**src/rtl/uart_tx_scheduler.sv**
```systemverilog
// -----------------------------------------------------------------------------
// uart_tx_scheduler
//
// Transmit-side controller for a UART PISO shift register. Bytes written by the
// register interface are buffered in a small circular FIFO. One frame at a time
// is popped and presented to the PISO together with its parity bit, and the
// PISO send / active_flag / done_flag handshake is sequenced. The PISO status
// flags come from the baud-clock domain and are synchronised here.
//
// Parameters
//   FIFO_DEPTH   byte-FIFO entries (power of two, >= 2)
//   ACK_TIMEOUT  system clocks to wait for active_flag after send rises
//
// Ports
//   clk_i           system clock, rising edge
//   rst_i           asynchronous active-high reset, clears all state
//   wr_en_i         push wr_data_i into the FIFO this cycle
//   wr_data_i       byte to transmit
//   parity_type_i   00 none, 01 odd, 10 even, 11 none (sampled in LOAD only)
//   tx_enable_i     allows new frames to start
//   active_flag_i   PISO frame in progress (baud domain, asynchronous)
//   done_flag_i     PISO frame complete (baud domain, asynchronous)
//   send_o          frame request to PISO
//   data_in_o       byte presented to PISO (held until the next LOAD)
//   parity_bit_o    parity presented to PISO (held until the next LOAD)
//   fifo_count_o    entries held in the FIFO
//   fifo_full_o     FIFO holds FIFO_DEPTH entries
//   fifo_empty_o    FIFO holds no entries
//   busy_o          FSM not in IDLE
//   tx_done_o       one-cycle pulse per completed frame
//   overflow_o      one-cycle pulse when a write is dropped
//   timeout_err_o   one-cycle pulse when the PISO never acknowledged send
// -----------------------------------------------------------------------------
module uart_tx_scheduler #(
  parameter int FIFO_DEPTH  = 4,
  parameter int ACK_TIMEOUT = 65535
) (
  input  logic                        clk_i,
  input  logic                        rst_i,
  input  logic                        wr_en_i,
  input  logic [7:0]                  wr_data_i,
  input  logic [1:0]                  parity_type_i,
  input  logic                        tx_enable_i,
  input  logic                        active_flag_i,
  input  logic                        done_flag_i,
  output logic                        send_o,
  output logic [7:0]                  data_in_o,
  output logic                        parity_bit_o,
  output logic [$clog2(FIFO_DEPTH):0] fifo_count_o,
  output logic                        fifo_full_o,
  output logic                        fifo_empty_o,
  output logic                        busy_o,
  output logic                        tx_done_o,
  output logic                        overflow_o,
  output logic                        timeout_err_o
);

  localparam int AW = $clog2(FIFO_DEPTH);
  localparam int CW = AW + 1;
  // The timeout counter only has to reach ACK_TIMEOUT-1 before it fires.
  localparam int TW = (ACK_TIMEOUT > 1) ? $clog2(ACK_TIMEOUT) : 1;

  localparam logic [AW-1:0] PTR_ONE  = AW'(1);
  localparam logic [CW-1:0] CNT_ONE  = CW'(1);
  localparam logic [CW-1:0] CNT_FULL = CW'(FIFO_DEPTH);
  localparam logic [TW-1:0] TMO_ONE  = TW'(1);
  localparam logic [TW-1:0] TMO_LAST = TW'(ACK_TIMEOUT - 1);

  typedef enum logic [2:0] {
    ST_IDLE      = 3'd0,
    ST_LOAD      = 3'd1,
    ST_SEND      = 3'd2,
    ST_WAIT_DONE = 3'd3,
    ST_DONE      = 3'd4
  } state_t;

  // Parity bit for a byte under the selected parity type.
  function automatic logic parity_calc(input logic [7:0] data, input logic [1:0] ptype);
    logic p;
    case (ptype)
      2'b01:   p = ~^data;
      2'b10:   p = ^data;
      default: p = 1'b1;
    endcase
    return p;
  endfunction

  // FSM
  state_t           state_q, state_d;
  logic [TW-1:0]    tmo_cnt_q, tmo_cnt_d;
  logic             timeout_d;

  // FIFO storage and bookkeeping
  logic [7:0]       mem_q [FIFO_DEPTH];
  logic [AW-1:0]    wr_ptr_q, wr_ptr_d;
  logic [AW-1:0]    rd_ptr_q, rd_ptr_d;
  logic [CW-1:0]    count_q, count_d;
  logic             full_q, empty_q;
  logic             push_s, pop_s, drop_s;

  // Synchronisers for the baud-domain flags
  logic             act_s1_q, act_s2_q;
  logic             done_s1_q, done_s2_q, done_prev_q;
  logic             done_rise_s;

  // Registered outputs
  logic             send_q, busy_q, tx_done_q, overflow_q, timeout_q;
  logic [7:0]       data_q;
  logic             parity_q;

  assign done_rise_s = done_s2_q & ~done_prev_q;

  // Two-flop synchronisers plus the history flop for done rise detection.
  always_ff @(posedge clk_i or posedge rst_i) begin
    if (rst_i) begin
      act_s1_q    <= 1'b0;
      act_s2_q    <= 1'b0;
      done_s1_q   <= 1'b0;
      done_s2_q   <= 1'b0;
      done_prev_q <= 1'b0;
    end else begin
      act_s1_q    <= active_flag_i;
      act_s2_q    <= act_s1_q;
      done_s1_q   <= done_flag_i;
      done_s2_q   <= done_s1_q;
      done_prev_q <= done_s2_q;
    end
  end

  // FIFO push/pop decisions and next pointer/count values.
  always_comb begin
    // The FSM pops only in LOAD, which it enters only when the FIFO is
    // non-empty, so a write into an empty FIFO is never popped the same cycle.
    pop_s    = (state_q == ST_LOAD);
    // A concurrent pop frees a slot, so a write when full is still accepted.
    push_s   = wr_en_i & (~full_q | pop_s);
    drop_s   = wr_en_i & full_q & ~pop_s;
    wr_ptr_d = wr_ptr_q;
    rd_ptr_d = rd_ptr_q;
    count_d  = count_q;

    if (push_s) begin
      wr_ptr_d = wr_ptr_q + PTR_ONE;
    end else begin
      wr_ptr_d = wr_ptr_q;
    end

    if (pop_s) begin
      rd_ptr_d = rd_ptr_q + PTR_ONE;
    end else begin
      rd_ptr_d = rd_ptr_q;
    end

    case ({push_s, pop_s})
      2'b10:   count_d = count_q + CNT_ONE;
      2'b01:   count_d = count_q - CNT_ONE;
      default: count_d = count_q;
    endcase
  end

  // FIFO storage, pointers, count and status flags.
  always_ff @(posedge clk_i or posedge rst_i) begin
    if (rst_i) begin
      for (int i = 0; i < FIFO_DEPTH; i++) begin
        mem_q[i] <= 8'h00;
      end
      wr_ptr_q <= {AW{1'b0}};
      rd_ptr_q <= {AW{1'b0}};
      count_q  <= {CW{1'b0}};
      full_q   <= 1'b0;
      empty_q  <= 1'b1;
    end else begin
      if (push_s) begin
        mem_q[wr_ptr_q] <= wr_data_i;
      end
      wr_ptr_q <= wr_ptr_d;
      rd_ptr_q <= rd_ptr_d;
      count_q  <= count_d;
      full_q   <= (count_d == CNT_FULL);
      empty_q  <= (count_d == {CW{1'b0}});
    end
  end

  // Next-state logic for the frame sequencer.
  always_comb begin
    state_d   = state_q;
    tmo_cnt_d = tmo_cnt_q;
    timeout_d = 1'b0;
    case (state_q)
      ST_IDLE: begin
        if (!empty_q && tx_enable_i) begin
          state_d = ST_LOAD;
        end else begin
          state_d = ST_IDLE;
        end
      end
      ST_LOAD: begin
        tmo_cnt_d = {TW{1'b0}};
        state_d   = ST_SEND;
      end
      ST_SEND: begin
        // The counter holds the number of completed SEND cycles, so the
        // abort fires on the ACK_TIMEOUT-th edge after send rose.
        if (act_s2_q) begin
          state_d = ST_WAIT_DONE;
        end else if (tmo_cnt_q == TMO_LAST) begin
          state_d   = ST_IDLE;
          timeout_d = 1'b1;
        end else begin
          tmo_cnt_d = tmo_cnt_q + TMO_ONE;
        end
      end
      ST_WAIT_DONE: begin
        if (done_rise_s) begin
          state_d = ST_DONE;
        end else begin
          state_d = ST_WAIT_DONE;
        end
      end
      ST_DONE: begin
        state_d = ST_IDLE;
      end
      default: begin
        state_d = ST_IDLE;
      end
    endcase
  end

  // FSM state and timeout counter registers.
  always_ff @(posedge clk_i or posedge rst_i) begin
    if (rst_i) begin
      state_q   <= ST_IDLE;
      tmo_cnt_q <= {TW{1'b0}};
    end else begin
      state_q   <= state_d;
      tmo_cnt_q <= tmo_cnt_d;
    end
  end

  // Output registers; decoded from the next state so they align with it.
  always_ff @(posedge clk_i or posedge rst_i) begin
    if (rst_i) begin
      send_q     <= 1'b0;
      busy_q     <= 1'b0;
      tx_done_q  <= 1'b0;
      overflow_q <= 1'b0;
      timeout_q  <= 1'b0;
      data_q     <= 8'h00;
      parity_q   <= 1'b1;
    end else begin
      send_q     <= (state_d == ST_SEND);
      busy_q     <= (state_d != ST_IDLE);
      tx_done_q  <= (state_d == ST_DONE);
      overflow_q <= drop_s;
      timeout_q  <= timeout_d;
      // Head byte and its parity are captured on the popping edge and then
      // held, so later parity_type changes cannot touch the current frame.
      if (pop_s) begin
        data_q   <= mem_q[rd_ptr_q];
        parity_q <= parity_calc(mem_q[rd_ptr_q], parity_type_i);
      end
    end
  end

  assign send_o        = send_q;
  assign data_in_o     = data_q;
  assign parity_bit_o  = parity_q;
  assign fifo_count_o  = count_q;
  assign fifo_full_o   = full_q;
  assign fifo_empty_o  = empty_q;
  assign busy_o        = busy_q;
  assign tx_done_o     = tx_done_q;
  assign overflow_o    = overflow_q;
  assign timeout_err_o = timeout_q;

endmodule

```
**config.mk**
```make
export PLATFORM = sky130hd
export DESIGN_NAME = uart_tx_scheduler
export DESIGN_NICKNAME = d
export VERILOG_FILES = /design/src/rtl/uart_tx_scheduler.sv
export SDC_FILE = /design/constraint.sdc
export NUM_CORES = 1
export LEC_CHECK = 0
export BUFFER_PORTS_ARGS = -buffer_cell sky130_fd_sc_hd__buf_4
export CAP_MARGIN = 0
export CORE_UTILIZATION = 35
export DETAILED_ROUTE_END_ITERATION = 6
export GPL_ROUTABILITY_DRIVEN = 0
export GPL_TIMING_DRIVEN = 0
export PLACE_DENSITY = 0.49
export SLEW_MARGIN = 10
export SYNTH_ARGS = -nofsm -noshare
export SYNTH_HDL_FRONTEND = slang
export SYNTH_SLANG_ARGS = --single-unit
```
**constraint.sdc**
```tcl
create_clock -name clk_i -period 3.6 [get_ports clk_i]
set_input_delay 0.18 -clock clk_i [delete_from_list [all_inputs] [get_ports clk_i]]
set_output_delay 0.18 -clock clk_i [all_outputs]
set_load 0.02 [all_outputs]
```
==> flow_summary_export.csv <==
group,metric,value,unit
sta,whs,89.35,ps
cells_and_area,n_antenna_cell,0,
pwr,peakVddDrop,0.0003761,V
floorplan,die_area,0.01068,mm2
sta,fin_crit,3224,ps
worst_setup_path,worstPathRequired,3870,ps
route,dr.pass1.iters,4,
pwr,power_leakage,0.001985,uW
worst_setup_path,start_kind,"flip-flop",
worst_setup_path,worstSetupPathType,"reg2reg",
floorplan,fp.dieH,103.3,um
synthesis,synth_cell_type_count,43,
cts,clock_latency,340,ps
synthesis,synth.yosys.seq_area_share,55.08,%
synthesis,synth_top_area_share,53.62,%
cells_and_area,fin_util,43.49,%
sta,max_freq,310.2,MHz
sta,post-route-period-util,89.55,%
cts,ctsResizeCount,0,
synthesis,ys_ff_latch,79,
sta,tightestPinTransition,539.2,ps
floorplan,die_w,103.3,um
route,vias_per_cell,4.702,
sta,slew_headroom,63.99,%
floorplan,top_level_ports,35,
route,drtIter0Drc,67,
cts,root_buffer,"clkbuf_8",
cts,ctsHtreeMaxLevel,3,
place,postPlaceCellArea,0.004045,mm2
synthesis,yosys_warnings,0,
global_route,grt_pass1_vias,2223,
sta,setup-tns-final,0,ps
flow_run,cap_violations,0,
worst_setup_path,crit_arrival,3500,ps
global_route,grt_pass1_wl,11.11,mm
cts,cts_buffers,9,
sta,fin_skew,12.08,ps
route,totalWireLength,6.573,mm
synthesis,synth_area_leader_cell,"dfrtp_1",
cts,clk_pin_slew,80,ps
floorplan,rows,36,
route,ant_nets,0,
cts,post_cts_buffers,0,
synthesis,synth_ff_type,"dfrtp_1",
sta,setup_violations,0,
min_path,min_path_type,"in2reg",
cells_and_area,stdcell_area,0.004290,mm2
route,drcViolationCount,0,
cells_and_area,nets,365,
synthesis,synth_edf_count,0,
synthesis,synth_area_leaders,"dfrtp_1, mux2_2, mux4_2",
cts,cts_hold_buffers,3,
cts,tritoncts,"yes",
sta,hold_viol,0,
global_route,antenna_found_initial,0,
synthesis,ys_async_sr_fraction,100.0,%
floorplan,initial_core_util,36.43,%
cells_and_area,drive_gt1_share,30.52,%
synthesis,syn_nets,316,
place,dp_hpwl,4.504,mm
global_route,grt_start_max_net_pins,50,
synthesis,syn_area_per_cell,12.39,um2
synthesis,netlist_area,0.003593,mm2
sta,drv_slew,0,
status,outcome,"complete, no violations",
cts,cts_buffer_depth,2,
worst_setup_path,cp-end-kind,"flip-flop",
cts,cts.sinks,79,
worst_setup_path,crit_fanout,10,
synthesis,synthTopCellsByCount,"dfrtp_1, nand2_1, mux2_2",
global_route,grt.total_usage,14.15,%
pwr,power_density,883.8,mW/mm2
floorplan,fp.coreArea,0.009864,mm2
synthesis,synthCells,290,
synthesis,synth_most_common_cell,"dfrtp_1",
sta,grt_setup_unrepaired,"no",
route,vias,2243,
global_route,grt.overflow.total,0,
place,portBuffers,34,
route,wl_per_cell,13.78,um
cells_and_area,syn_to_final_growth,19.39,%
[critical path, stage by stage (launching register included)]
cell and delay, ps:
dfrtp_1 360, clkbuf_2 150, nand2b_1 170, or2_2 270, buf_2 190, inv_1 130, clkbuf_1 440, ha_1 290
inv_1 70, fa_1 400, xor2_1 170, nor2_1 120, xor2_1 220, nor2b_1 170
[worst paths after layout]
check	startpoint	endpoint	slack, ps	cells past startpoint
setup / recovery	state_q[1]$_DFF_PP0_	fifo_full_o$_DFF_PP0_	380	13
hold / removal	wr_data_i[0]	mem_q[24]$_DFFE_PP0P_	90	2
setup reg to reg	state_q[1]$_DFF_PP0_	fifo_full_o$_DFF_PP0_	380	13
hold reg to reg	done_s1_q$_DFF_PP0_	done_s2_q$_DFF_PP0_	350	0
max in group asynchronous	rst_i	fifo_empty_o$_DFF_PP1_	2570	4
min in group asynchronous	rst_i	tmo_cnt_q[6]$_DFFE_PP0P_	410	3
[sequential cells by signal, summed over array words and instances (netlist names), 2 cells and up]
register and count:
mem_q 32, state_q 3, wr_ptr_q 2, fifo_count_o 3
tmo_cnt_q 16, data_in_o 8, rd_ptr_q 2
[through the flow]
stage / std cells / setup WS, ps / total power, uW
5_1_grt: 477 / 32.57 / 4095
4_1_cts: 477 / 303.6 / 3857
2_1_floorplan: 290 / 830.6 / 2692
6_report: 477 / 376.2 / 3792
3_3_place_gp: 457 / 301.9 / 3104
3_5_place_dp: 458 / 340.2 / 3118
[cell families (layout without fill, tap and decap cells)]
logic type,count (synthesis),count (layout),share of synthesized area [%]
AO/OA/AOI/OAI,19,19,3.969
AND/OR/NAND/NOR,96,96,12.85
multiplexers,42,42,15.70
adder cells (fa/ha/maj),10,10,3.691
buffers and inverters,21,75,2.681
flip-flops,79,79,55.08
XOR/XNOR,23,23,6.023
[where the power goes]
part / total, uW / internal [uW] / switching (uW) / leakage (uW)
clock: 723 / 408 / 315 / 0.000110
sequential: 1390 / 1220 / 172 / 0.000980
combinational: 1680 / 867 / 811 / 0.000894
total: 3790 / 2490 / 1300 / 0.00198
[cell type report]
class	count	area, um2
Fill cell	957	5574
Sequential cell	79	1979
Timing Repair Buffer	38	312.8
Inverter	13	51.30
Multi-Input combinational cell	190	1518
Tap cell	133	166.4
Buffer	8	47.55
Clock buffer	12	145.1
Clock inverter	4	70.07
[layout by cell type (no fill, tap or decap), types with 2 or more instances in the layout]
| master | n |
|---|---|
| clkbuf_8 | 10 |
| or2_2 | 2 |
| nand3b_1 | 2 |
| xor2_1 | 11 |
| nand3_1 | 14 |
| nand2_1 | 34 |
| a21oi_1 | 4 |
| and4_1 | 3 |
| ha_1 | 9 |
| nor3_1 | 3 |
| bufinv_16 | 2 |
| xnor2_2 | 2 |
| dfrtp_1 | 77 |
| mux2_2 | 30 |
| inv_1 | 12 |
| mux4_2 | 7 |
| mux2_1 | 2 |
| clkbuf_1 | 5 |
| nand2b_1 | 3 |
| nand2_2 | 4 |
| buf_4 | 34 |
| o21a_1 | 2 |
| mux2i_1 | 2 |
| and3_1 | 6 |
| dfstp_2 | 2 |
| dlygate4sd3_1 | 3 |
| nor2_1 | 19 |
| clkinv_2 | 2 |
| buf_6 | 2 |
| xnor2_1 | 10 |
| o21ai_0 | 7 |
[metal layers]
metal	vias up	GRT usage (%)	wire [um]
met5	-	0	0
met4	0	5.850	120
met3	9	2.823	166
met2	36	21.49	2898
met1	1106	19.86	3388
li1	1092	-	-
Note: power is estimated with default switching activity, not from simulation.
